--- src/rtl/program_loader.sv ---
// rtl/program_loader.sv - boot loader: byte stream -> header parse -> imem/dmem write ports -> cpu_enable
module program_loader #(
  parameter int IMEM_WORDS = 512,
  parameter int DMEM_WORDS = 1024
) (
  input  logic        clk,
  input  logic        arst,
  input  logic        start,
  input  logic        s_valid,
  output logic        s_ready,
  input  logic [7:0]  s_data,
  output logic [63:0] imem_addr,
  output logic        imem_wen,
  output logic [31:0] imem_wdata,
  output logic [63:0] dmem_addr,
  output logic        dmem_wen,
  output logic [63:0] dmem_wdata,
  output logic        cpu_enable,
  output logic        busy,
  output logic        error
);

  typedef enum logic [2:0] {
    S_IDLE, S_HDR, S_IMEM, S_DMEM, S_FLUSH, S_RUN, S_ERR
  } state_t;

  localparam logic [15:0] IMEM_MAX = 16'(IMEM_WORDS);
  localparam logic [15:0] DMEM_MAX = 16'(DMEM_WORDS);

  state_t      state, next_state;
  logic [2:0]  byte_cnt;
  logic [15:0] idx;
  logic [15:0] n_i;
  logic [15:0] n_d;
  logic [55:0] acc;

  logic        fire;
  logic        word_done;
  logic [31:0] word32;
  logic        last_imem;
  logic        last_dmem;

  assign fire      = s_valid & s_ready;
  assign word_done = (state == S_DMEM) ? (byte_cnt == 3'd7) : (byte_cnt == 3'd3);
  // Completed 4-byte word: the header during HDR, an instruction during IMEM.
  assign word32    = {s_data, acc[23:0]};
  assign last_imem = (idx == n_i - 16'd1);
  assign last_dmem = (idx == n_d - 16'd1);

  always_comb begin
    next_state = state;
    unique case (state)
      S_IDLE: if (start) next_state = S_HDR;
      S_HDR: begin
        if (fire && word_done) begin
          if (word32[15:0] > IMEM_MAX || word32[31:16] > DMEM_MAX) next_state = S_ERR;
          else if (word32[15:0] != 16'd0)                           next_state = S_IMEM;
          else if (word32[31:16] != 16'd0)                          next_state = S_DMEM;
          else                                                      next_state = S_RUN;
        end
      end
      S_IMEM: if (fire && word_done && last_imem) next_state = (n_d != 16'd0) ? S_DMEM : S_FLUSH;
      S_DMEM: if (fire && word_done && last_dmem) next_state = S_FLUSH;
      S_FLUSH: next_state = S_RUN;
      S_RUN:   if (start) next_state = S_HDR;
      S_ERR:   next_state = S_ERR;
      default: next_state = S_IDLE;
    endcase
  end

  always_ff @(posedge clk or posedge arst) begin
    if (arst) begin
      state      <= S_IDLE;
      byte_cnt   <= 3'd0;
      idx        <= 16'd0;
      n_i        <= 16'd0;
      n_d        <= 16'd0;
      acc        <= 56'd0;
      s_ready    <= 1'b0;
      busy       <= 1'b0;
      cpu_enable <= 1'b0;
      error      <= 1'b0;
      imem_wen   <= 1'b0;
      imem_addr  <= 64'd0;
      imem_wdata <= 32'd0;
      dmem_wen   <= 1'b0;
      dmem_addr  <= 64'd0;
      dmem_wdata <= 64'd0;
    end else begin
      state      <= next_state;
      imem_wen   <= 1'b0;
      dmem_wen   <= 1'b0;
      // Status flags are decoded from the next state so they line up with it.
      s_ready    <= (next_state == S_HDR) || (next_state == S_IMEM) || (next_state == S_DMEM);
      busy       <= (next_state == S_HDR) || (next_state == S_IMEM) ||
                    (next_state == S_DMEM) || (next_state == S_FLUSH);
      cpu_enable <= (next_state == S_RUN);
      error      <= (next_state == S_ERR);

      if (next_state == S_HDR && state != S_HDR) begin
        byte_cnt <= 3'd0;
        idx      <= 16'd0;
        acc      <= 56'd0;
      end else if (fire) begin
        if (word_done) begin
          byte_cnt <= 3'd0;
          acc      <= 56'd0;
          unique case (state)
            S_HDR: begin
              n_i <= word32[15:0];
              n_d <= word32[31:16];
            end
            S_IMEM: begin
              imem_wen   <= 1'b1;
              imem_addr  <= {46'd0, idx, 2'b00};
              imem_wdata <= word32;
              idx        <= last_imem ? 16'd0 : idx + 16'd1;
            end
            S_DMEM: begin
              dmem_wen   <= 1'b1;
              dmem_addr  <= {45'd0, idx, 3'b000};
              dmem_wdata <= {s_data, acc};
              idx        <= idx + 16'd1;
            end
            default: ;
          endcase
        end else begin
          acc[{byte_cnt, 3'b000} +: 8] <= s_data;
          byte_cnt                     <= byte_cnt + 3'd1;
        end
      end
    end
  end

endmodule

--- config.mk ---
export PLATFORM = sky130hd
export DESIGN_NAME = program_loader
export DESIGN_NICKNAME = d
export VERILOG_FILES = /design/src/rtl/program_loader.sv
export SDC_FILE = /design/constraint.sdc
export NUM_CORES = 1
export LEC_CHECK = 0
export ABC_AREA = 1
export BUFFER_PORTS_ARGS = -buffer_cell sky130_fd_sc_hd__buf_2
export CORE_MARGIN = 1.5
export CORE_UTILIZATION = 55
export DETAILED_ROUTE_END_ITERATION = 7
export MAX_ROUTING_LAYER = met4
export PLACE_DENSITY = 0.79
export RECOVER_POWER = 25
export SYNTH_ARGS = -nofsm -noshare
export SYNTH_HDL_FRONTEND = slang
export SYNTH_SLANG_ARGS = --single-unit
--- constraint.sdc ---
create_clock -name clk -period 15.3 [get_ports clk]
set_input_delay 2.295 -clock clk [delete_from_list [all_inputs] [get_ports clk]]
set_output_delay 2.295 -clock clk [all_outputs]
set_load 0.05 [all_outputs]
==> results.py, run 1 <==
metrics = {
    "critical_path": {
        "r2r-end": "idx[9]",
        "worst-path-max-fanout": 88,
        "arrival_ns": 7.31,
        "startpoint": "arst",
        "crit_type": "primary input to async pin",
        "worst_setup_path_start_kind": "primary input",
        "r2r_slack_ns": 10.86,
        "endpoint_kind": "async pin",
        "reg2regPathDepth": 18,
        "reg2reg_from": "byte_cnt[0]",
        "worstPathRequired_ns": 15.09,
    },
    "place": {
        "dpl.hpwl_microns": 23500,
        "gp_congestion": 0.955,
        "portBuffers": 145,
        "pre_cts_ws_ns": 9.11,
        "dp_cells": 2067,
    },
    "global_routing": {
        "grt_pass1_vias": 10600,
        "antenna_found_initial": 0,
        "grt_usage": 0.283,
        "overflow": 0,
        "grt_start_max_net_pins": 89,
        "grt_pass1_wl_microns": 54500,
    },
    "logic_synthesis": {
        "syn-cell-area_sq_um": 13100,
        "synthDistinctLibCells": 36,
        "syn-instance-count": 1679,
        "synth_edf_count": 0,
        "synth_area_leader_cell": "dfrtp_1",
        "synth_seq_cells": 244,
        "syn_area_per_cell_sq_um": 7.83,
        "yosysWarnings": 0,
        "yosys-top-cells-area": "dfrtp_1, nand2_1, buf_4",
        "synth_top_cell_area_share": 0.465,
        "yosysSeqAreaShare": 0.465,
        "synthArstFlopShare": 1.00,
        "synth-main-ff-cell": "dfrtp_1",
    },
    "route": {
        "ant_nets": 0,
        "drtPass1Iterations": 6,
        "num_vias": 11500,
        "viasPerCell": 5.43,
        "route.detailed.drc": 0,
        "post_drt_wl_per_cell_microns": 16.0,
        "postRouteWirelength_microns": 33900,
        "drtIter0Drc": 1110,
    },
    "sta": {
        "finalWorstSetupSlack_ns": 7.78,
        "setup-violations-final": 0,
        "max_slew_margin": -1.50,
        "fmax_ghz": 0.133,
        "slew_violations": 160,
        "final_hold_viol_count": 0,
        "finClkSkew_ns": 0.0172,
        "rsz0062_at_grt": "false",
        "setup_tns_ns": 0,
        "period_needed_ns": 7.52,
        "tightest_slew_ns": 3.72,
        "fin_crit_sh": 0.492,
    },
    "clocking": {
        "cts_tree": "yes",
        "ctsHtreeMaxLevel": 1,
        "cts_setup_buffers": 0,
        "insertion_delay_ns": 0.54,
        "cts_resized": 0,
        "cts_buffers": 26,
        "cts_buffer_depth": 3,
        "clkTransAtPathRegs_ns": 0.06,
        "cts_hold_buf": 0,
        "clkSinkCount": 244,
        "root_buffer": "clkbuf_16",
    },
    "finish": {
        "area_delta_synth_final_pct": 10.5,
        "nets": 1797,
        "final_util": 0.619,
        "layout_commonest_cell": "nand2_1",
        "n_fill_cell": 2079,
        "diodes": 0,
        "final_cells": 2115,
        "layout_common_cells": "nand2_1, dfrtp_1, nand3_1",
        "drive_above_1_share": 0.112,
    },
    "die": {
        "die_y_microns": 158,
        "start_util": 0.560,
        "dieArea_sq_um": 24800,
        "num_rows": 56,
        "fp.coreArea_sq_um": 23500,
        "num_io_pins": 242,
        "die_w_microns": 158,
    },
    "worst_hold_path": {
        "holdCritStartpoint": "dmem_wdata[28]",
        "hold_end": "dmem_wdata[28]",
        "hold_path_depth": 2,
        "holdCritPathClass": "flip-flop to flip-flop",
    },
    "power": {
        "power_density_nw_per_um2": 175,
        "ir_drop_mv": 0.103,
        "total_power_mw": 2.54,
        "leakage_nw": 7.66,
    },
    "job": {
        "cap_violations": 2,
    },
    "status": {
        "status": "finished, violations left",
        "violations": "max-capacitance violations, max-slew violations",
    },
}
[Yosys cell counts, types with 26 or more instances]
library cell and n:
buf_4 99, clkbuf_1 55, dfrtp_1 244, inv_1 122
nand2_1 468, nand3_1 148, nand4_1 52, nor2_1 132
nor3_1 35, o2111ai_1 40, o21ai_0 137, xor2_1 26
[sequential cells by signal, summed over array words and instances (netlist names), 3 cells and up]
signal and flops:
idx 16, state 3, imem_wdata 32, n_d 16
dmem_addr 16, imem_addr 16, acc 56, n_i 16
byte_cnt 3, dmem_wdata 64
[stage by stage]
| step | hold WS (ns) | area (sq um) |
|---|---|---|
| finish | 0.475 | 14500 |
| global route | 0.499 | 14500 |
| CTS | 0.477 | 14600 |
| detailed placement | 0.459 | 13600 |
| global placement | 0.460 | 13600 |
| floorplan | 0.442 | 13500 |
[cell families after synthesis]
family	Yosys count	synth area share
AO/OA/AOI/OAI	194	0.0861
adder cells (fa/ha/maj)	9	0.00857
buffers and inverters	309	0.121
XOR/XNOR	38	0.0253
AND/OR/NAND/NOR	884	0.294
flip-flops	244	0.465
other	1	0.000285
[cell type report]
| cell class | instances | area, sq um | share of cell area |
|---|---|---|---|
| multi-input cells | 1221 | 5810 | 0.400 |
| flip-flops and latches | 244 | 6110 | 0.421 |
| repair buffers | 154 | 757 | 0.0521 |
| inverters | 129 | 485 | 0.0334 |
| well taps | 319 | 399 | 0.0275 |
| clock inverters | 8 | 146 | 0.0101 |
| clock buffers | 40 | 815 | 0.0561 |
[worst max-delay path: stages]
cell and delay [ns]:
buf_2 0.10, clkinvlp_2 2.08, clkbuf_1 2.71
[where the power goes]
group          internal [mW]  total, mW  switching (mW)
logic                  0.244       1.06           0.820
registers              0.716      0.784          0.0684
clock network          0.433      0.693           0.261
total                   1.39       2.54            1.15
[how the worst max path moves through the flow]
stage,endpoint,slack [ns],cells past startpoint
detailed placement,idx[3],9.11,19
global route,dmem_wdata[61],6.47,3
global placement,idx[3],9.29,19
CTS,idx[3],9.65,19
finish,acc[20],7.78,3
floorplan,acc[0],6.30,1
[metal layers]
layer	part of all wire	GRT usage	up-vias
met2	0.49	0.456	432
met3	0.063	0.0318	75
met1	0.43	0.383	5468
li1	-	-	5520
met5	0	-	-
met4	0.023	0.0750	0
Power figures use the tool's default switching activity.
==> run 2: changes to the inputs <==
ABC_AREA = 0   (was 1)
PLACE_DENSITY = 0.8   (was 0.79)
clock period = 7.5 ns   (was 15.3 ns; I/O delays follow)
==> run 2 against run 1 <==
Compared with the run above: the run still ends with max-capacitance violations, max-slew violations left; combinational power rose by 17%; cell count down 27%; utilization up 1.6 points; worst hold slack worse by 0.0069 ns; clock skew is essentially flat; via count decreased by 26%; synthesized cell count down 32%; synthesized area decreased by 12%; die area is 12% lower; highest routed layer unchanged.
==> results.py, run 2 <==
metrics = {
    "logic_synthesis": {
        "synthArstFlopShare": 1.00,
        "syn_area_per_cell_sq_um": 10.1,
        "synth_common_cells": "nand2_1, dfrtp_1, buf_4",
        "syn-instance-count": 1138,
        "yosys-top-cells-area": "dfrtp_1, nand2_1, mux2_2",
        "synth_top_cell_area_share": 0.529,
        "synth-main-ff-cell": "dfrtp_1",
        "synth_edf_count": 0,
        "synth_area_leader_cell": "dfrtp_1",
        "syn-cell-area_sq_um": 11500,
        "yosysSeqAreaShare": 0.529,
        "synthDistinctLibCells": 61,
        "synth_seq_cells": 244,
        "synthMostInstantiatedCell": "nand2_1",
        "yosysWarnings": 0,
    },
    "global_routing": {
        "grt_pass1_wl_microns": 44000,
        "overflow": 0,
        "antenna_found_initial": 0,
        "grt_pass1_vias": 8058,
        "grt_start_max_net_pins": 83,
        "grt_usage": 0.263,
    },
    "finish": {
        "largest_reg_flops": 64,
        "layout_common_cells": "nand2_1, dfrtp_1, buf_2",
        "drive_above_1_share": 0.222,
        "multiInputGateArea_sq_um": 4800,
        "final_util": 0.635,
        "nets": 1280,
        "final_cells": 1548,
        "seqCellArea_sq_um": 6110,
        "n_fill_cell": 1655,
        "layout_commonest_cell": "nand2_1",
        "regMostFlops": "dmem_wdata",
        "area_delta_synth_final_pct": 12.4,
        "reg_top3": "dmem_wdata (64), acc (56), imem_wdata (32)",
        "design_area_sq_um": 13000,
    },
    "sta": {
        "setup_tns_ns": 0,
        "fmax_ghz": 0.221,
        "final_hold_viol_count": 0,
        "finalWorstSetupSlack_ns": 2.97,
        "period_needed_ns": 4.53,
        "max_slew_margin": -1.38,
        "setup-violations-final": 0,
        "finClkSkew_ns": 0.0172,
        "fin_crit_sh": 0.604,
        "rsz0062_at_grt": "false",
        "fin_hold_ws_ns": 0.468,
        "tightest_slew_ns": 3.58,
        "slew_violations": 68,
    },
    "power": {
        "power_frac_seq": 0.418,
        "ir_drop_mv": 0.297,
        "power_density_nw_per_um2": 336,
        "clockPowerShare": 0.298,
        "intPower_mw": 2.65,
        "p_sw_frac": 0.391,
        "switchingPower_mw": 1.70,
        "p_comb_frac": 0.284,
        "total_power_mw": 4.35,
        "leakage_nw": 6.92,
    },
    "route": {
        "route.detailed.drc": 0,
        "viasPerCell": 5.51,
        "drtIter0Drc": 750,
        "ant_nets": 0,
        "postRouteWirelength_microns": 27800,
        "post_drt_wl_per_cell_microns": 18.0,
        "drtPass1Iterations": 5,
        "num_vias": 8531,
    },
    "die": {
        "fp.coreArea_sq_um": 20400,
        "start_util": 0.565,
        "num_io_pins": 242,
        "die_w_microns": 148,
        "die_y_microns": 148,
        "dieArea_sq_um": 21900,
        "num_rows": 52,
    },
    "clocking": {
        "cts_hold_buf": 0,
        "cts_buffers": 25,
        "clkSinkCount": 244,
        "cts_resized": 0,
        "cts_buffer_depth": 3,
        "clkTransAtPathRegs_ns": 0.06,
        "root_buffer": "clkbuf_16",
        "cts_tree": "yes",
        "insertion_delay_ns": 0.53,
        "cts_setup_buffers": 0,
        "ctsHtreeMaxLevel": 1,
    },
    "place": {
        "dpl.hpwl_microns": 18600,
        "gp_congestion": 0.985,
        "dp_cells": 1502,
        "portBuffers": 145,
        "pre_cts_ws_ns": 4.28,
        "placedInstanceArea_sq_um": 12100,
    },
    "status": {
        "status": "finished, violations left",
        "violations": "max-capacitance violations, max-slew violations",
    },
    "critical_path": {
        "worstPathRequired_ns": 7.31,
        "endpoint_kind": "async pin",
        "cpMaxStageDelayCell": "clkbuf_1",
        "arrival_ns": 4.35,
        "worst_setup_path_start_kind": "primary input",
        "cpMostUsedCell": "clkbuf_1",
        "path_buf_inv": 3,
        "crit_chain": "clkbuf_1 > clkinvlp_2 > clkbuf_1",
        "path_delay_family": "buffers and inverters",
        "worst-path-max-fanout": 67,
        "critical_path.max_stage_delay_ns": 2.56,
        "crit_type": "primary input to async pin",
    },
    "job": {
        "cap_violations": 1,
    },
    "worst_hold_path": {
        "holdCritPathClass": "flip-flop to flip-flop",
    },
}
-- run 2: changes by cell type in the layout (fill, tap and decap cells not counted), moves of 14 or more --
| cell | previous run | this run |
|---|---|---|
| a22o_1 | 0 | 32 |
| buf_2 | 119 | 144 |
| clkbuf_1 | 31 | 4 |
| inv_1 | 121 | 11 |
| mux2_2 | 0 | 75 |
| nand2_1 | 466 | 275 |
| nand3_1 | 148 | 32 |
| nand4_1 | 52 | 7 |
| nor2_1 | 132 | 53 |
| nor3_1 | 35 | 21 |
| o2111ai_1 | 40 | 0 |
| o21ai_0 | 137 | 24 |
| xnor2_1 | 12 | 31 |
-- run 2: worst paths after layout --
path	from	to	slack, ns	depth (start not counted)
min	dmem_wdata[13]	dmem_wdata[13]	0.47	2
max reg2reg	state[1]	acc[20]	4.20	7
max	arst	n_d[5]	2.97	3
max in group clk	state[1]	acc[20]	4.20	7
min in group asynchronous	arst	imem_wdata[8]	0.70	2
min reg2reg	dmem_wdata[13]	dmem_wdata[13]	0.47	2
-- run 2: worst register-to-register path: stages, from the launching register on --
cell and delay (ns):
dfrtp_1 0.55, nand3b_1 0.29, xnor2_1 0.23, nand2_1 0.51
nand2_1 0.22, or4_1 0.57, nor3_1 0.60, a22o_1 0.26
-- run 2: logic make-up (layout without fill, tap and decap cells) --
| family | count (synthesis) | after routing | share of synthesized area |
|---|---|---|---|
| simple gates | 469 | 469 | 0.182 |
| flops | 244 | 244 | 0.529 |
| xor+xnor | 54 | 54 | 0.0435 |
| fa+ha+maj | 9 | 9 | 0.00976 |
| buf+inv | 169 | 213 | 0.0870 |
| compound gates | 114 | 114 | 0.0722 |
| other cells | 1 | 97 | 0.000325 |
| mux | 78 | 78 | 0.0758 |
-- run 2: cell type report --
cell class | count | share of cell area
clock inverters | 12 | 0.0121
well taps | 270 | 0.0261
flip-flops and latches | 244 | 0.471
multi-input cells | 820 | 0.370
clock buffers | 33 | 0.0552
repair buffers | 155 | 0.0614
diodes | 1 | 0.000193
inverters | 13 | 0.00386
-- run 2: routing by layer --
metal  track usage  share of wire  up-vias
li1              -              -     3923
met1         0.380           0.46     4206
met2         0.395           0.46      361
met3        0.0389          0.068       41
met4        0.0599          0.016        0
met5             -              0        -
-- run 2: power groups by stage --
stage	Sequential, mW	Clock, mW	Combinational, mW
6_report	1.82	1.30	1.24
5_1_grt	1.85	1.37	1.32
4_1_cts	1.82	1.31	1.24
3_5_place_dp	1.83	0	1.23
3_3_place_gp	1.83	0	1.20
2_1_floorplan	2.17	0	0.595
==> run 3: changes to the inputs <==
ABC_AREA = 1   (was 0)
PLACE_DENSITY = 0.79   (was 0.8)
clock period = 4.5 ns   (was 7.5 ns; I/O delays follow)
==> run 3 against run 2 <==
Compared with the run above: the run still ends with max-capacitance violations, max-slew violations left; clock skew rose by 0.0034 ns; non-clock buffer count grew 5; utilization fell by 1.1 points; sequential power increased by 46%; setup slack lost 2.3 ns; die area rose by 14%; combinational power increased to 3.0 times the previous value; wire length is 22% higher; flip-flop and latch count stayed put; critical path type is now flip-flop to flip-flop.
==> results.py, run 3 (synthesis results as in run 1) <==
metrics = {
    "finish": {
        "n_fill_cell": 2085,
        "layout_commonest_cell": "nand2_1",
        "seqCellArea_sq_um": 6110,
        "diodes": 0,
        "multiInputGateArea_sq_um": 5810,
        "largest_reg_flops": 64,
        "final_cells": 2121,
        "area_delta_synth_final_pct": 11.3,
        "layout_common_cells": "nand2_1, dfrtp_1, nand3_1",
        "regMostFlops": "dmem_wdata",
        "drive_above_1_share": 0.130,
        "final_util": 0.623,
        "reg_top3": "dmem_wdata (64), acc (56), imem_wdata (32)",
        "nets": 1803,
    },
    "clocking": {
        "cts_setup_buffers": 0,
        "ctsHtreeMaxLevel": 1,
        "cts_buffer_depth": 3,
        "clkTransAtPathRegs_ns": 0.07,
        "insertion_delay_ns": 0.54,
        "cts_buffers": 26,
        "cts_resized": 0,
        "cts_hold_buf": 0,
        "clkSinkCount": 244,
        "root_buffer": "clkbuf_16",
        "cts_tree": "yes",
    },
    "route": {
        "num_vias": 11400,
        "viasPerCell": 5.36,
        "ant_nets": 0,
        "route.detailed.drc": 0,
        "post_drt_wl_per_cell_microns": 16.1,
        "drtIter0Drc": 864,
        "postRouteWirelength_microns": 34000,
        "drtPass1Iterations": 5,
    },
    "job": {
        "cap_violations": 1,
    },
    "global_routing": {
        "grt_pass1_vias": 10600,
        "grt_pass1_wl_microns": 54200,
        "overflow": 0,
        "antenna_found_initial": 0,
        "grt_start_max_net_pins": 159,
        "grt_usage": 0.283,
    },
    "place": {
        "gp_congestion": 0.921,
        "portBuffers": 145,
        "dp_cells": 2073,
        "dpl.hpwl_microns": 23800,
    },
    "sta": {
        "slew_violations": 87,
        "fin_hold_ws_ns": 0.349,
        "rsz0062_at_grt": "false",
        "fmax_ghz": 0.261,
        "final_hold_viol_count": 0,
        "tightest_slew_ns": 2.09,
        "period_needed_ns": 3.83,
        "setup-violations-final": 0,
        "fin_crit_sh": 0.852,
        "finClkSkew_ns": 0.0206,
        "max_slew_margin": -0.394,
        "setup_tns_ns": 0,
    },
    "critical_path": {
        "worst-path-max-fanout": 41,
        "worst_setup_path_start_kind": "flip-flop",
        "arrival_ns": 4.24,
        "endpoint_kind": "flip-flop",
        "worstPathRequired_ns": 4.91,
        "crit_type": "flip-flop to flip-flop",
    },
    "power": {
        "ir_drop_mv": 0.395,
        "power_density_nw_per_um2": 600,
        "leakage_nw": 7.82,
        "total_power_mw": 8.77,
    },
    "status": {
        "status": "finished, violations left",
        "violations": "max-capacitance violations, max-slew violations",
    },
    "die": {
        "num_io_pins": 242,
        "dieArea_sq_um": 24800,
        "die_y_microns": 158,
        "num_rows": 56,
        "die_w_microns": 158,
        "fp.coreArea_sq_um": 23500,
        "start_util": 0.560,
    },
    "worst_hold_path": {
        "holdCritPathClass": "primary input to async pin",
    },
}
-- run 3: changes by cell type in the layout (fill, tap and decap cells not counted), moves of 75 or more --
cell     before  now
nor2_1       53  132
nand2_1     275  466
mux2_2       75    0
o21ai_0      24  137
inv_1        11  121
nand3_1      32  148
-- run 3: through the flow --
| step | instance area (sq um) | setup slack (ns) |
|---|---|---|
| floorplan | 13500 | 0.621 |
| global placement | 13700 | 0.785 |
| detailed placement | 13700 | 0.732 |
| CTS | 14600 | 0.704 |
| global route | 14600 | 0.341 |
| finish | 14600 | 0.666 |
-- run 3: path summary, 6_finish.rpt --
check                               start        endpoint  slack [ns]  depth (start not counted)
max                           byte_cnt[0]         acc[43]        0.67                         18
min                                  arst   dmem_wdata[7]        0.35                          3
max reg2reg                   byte_cnt[0]         acc[43]        0.67                         18
min reg2reg                dmem_wdata[26]  dmem_wdata[26]        0.47                          2
max in group asynchronous            arst         acc[24]        2.26                          3
min in group clk                s_data[2]          acc[2]        0.44                          3
-- run 3: cell type report --
class | instances | share of cell area
Clock buffer | 37 | 0.0535
Clock inverter | 11 | 0.0133
Inverter | 129 | 0.0332
Multi-Input combinational cell | 1221 | 0.397
Sequential cell | 244 | 0.417
Tap cell | 319 | 0.0273
Timing Repair Buffer | 160 | 0.0580
-- run 3: power by group --
| group | leakage [nW] | internal, mW | switching [mW] |
|---|---|---|---|
| sequential | 3.38 | 2.43 | 0.230 |
| combinational | 3.96 | 0.867 | 2.84 |
| clock | 0.484 | 1.50 | 0.902 |
| total | 7.82 | 4.80 | 3.97 |
-- run 3: metal layers --
metal,vias to the layer above,global-route usage,routed length (microns)
met5,-,-,0
met4,0,0.107,1220
met3,91,0.0337,1890
met2,355,0.442,16000
met1,5411,0.380,15000
li1,5519,-,-
-- run 3: worst max-delay path: stages (launching register included) --
cell     delay (ns)
dfrtp_1        0.62
ha_1           0.24
inv_1          0.04
nor2_1         0.25
nand3_4        0.34
nor2_1         0.19
nand2_1        0.06
nor2_1         0.08
nand2_1        0.06
nor2_2         0.11
nand3_1        0.09
nand2_2        0.10
nand2_1        0.07
nor2_2         0.12
nor2_2         0.06
nand2_4        0.29
nand2_2        0.54
nand3_1        0.30
nand2_1        0.08
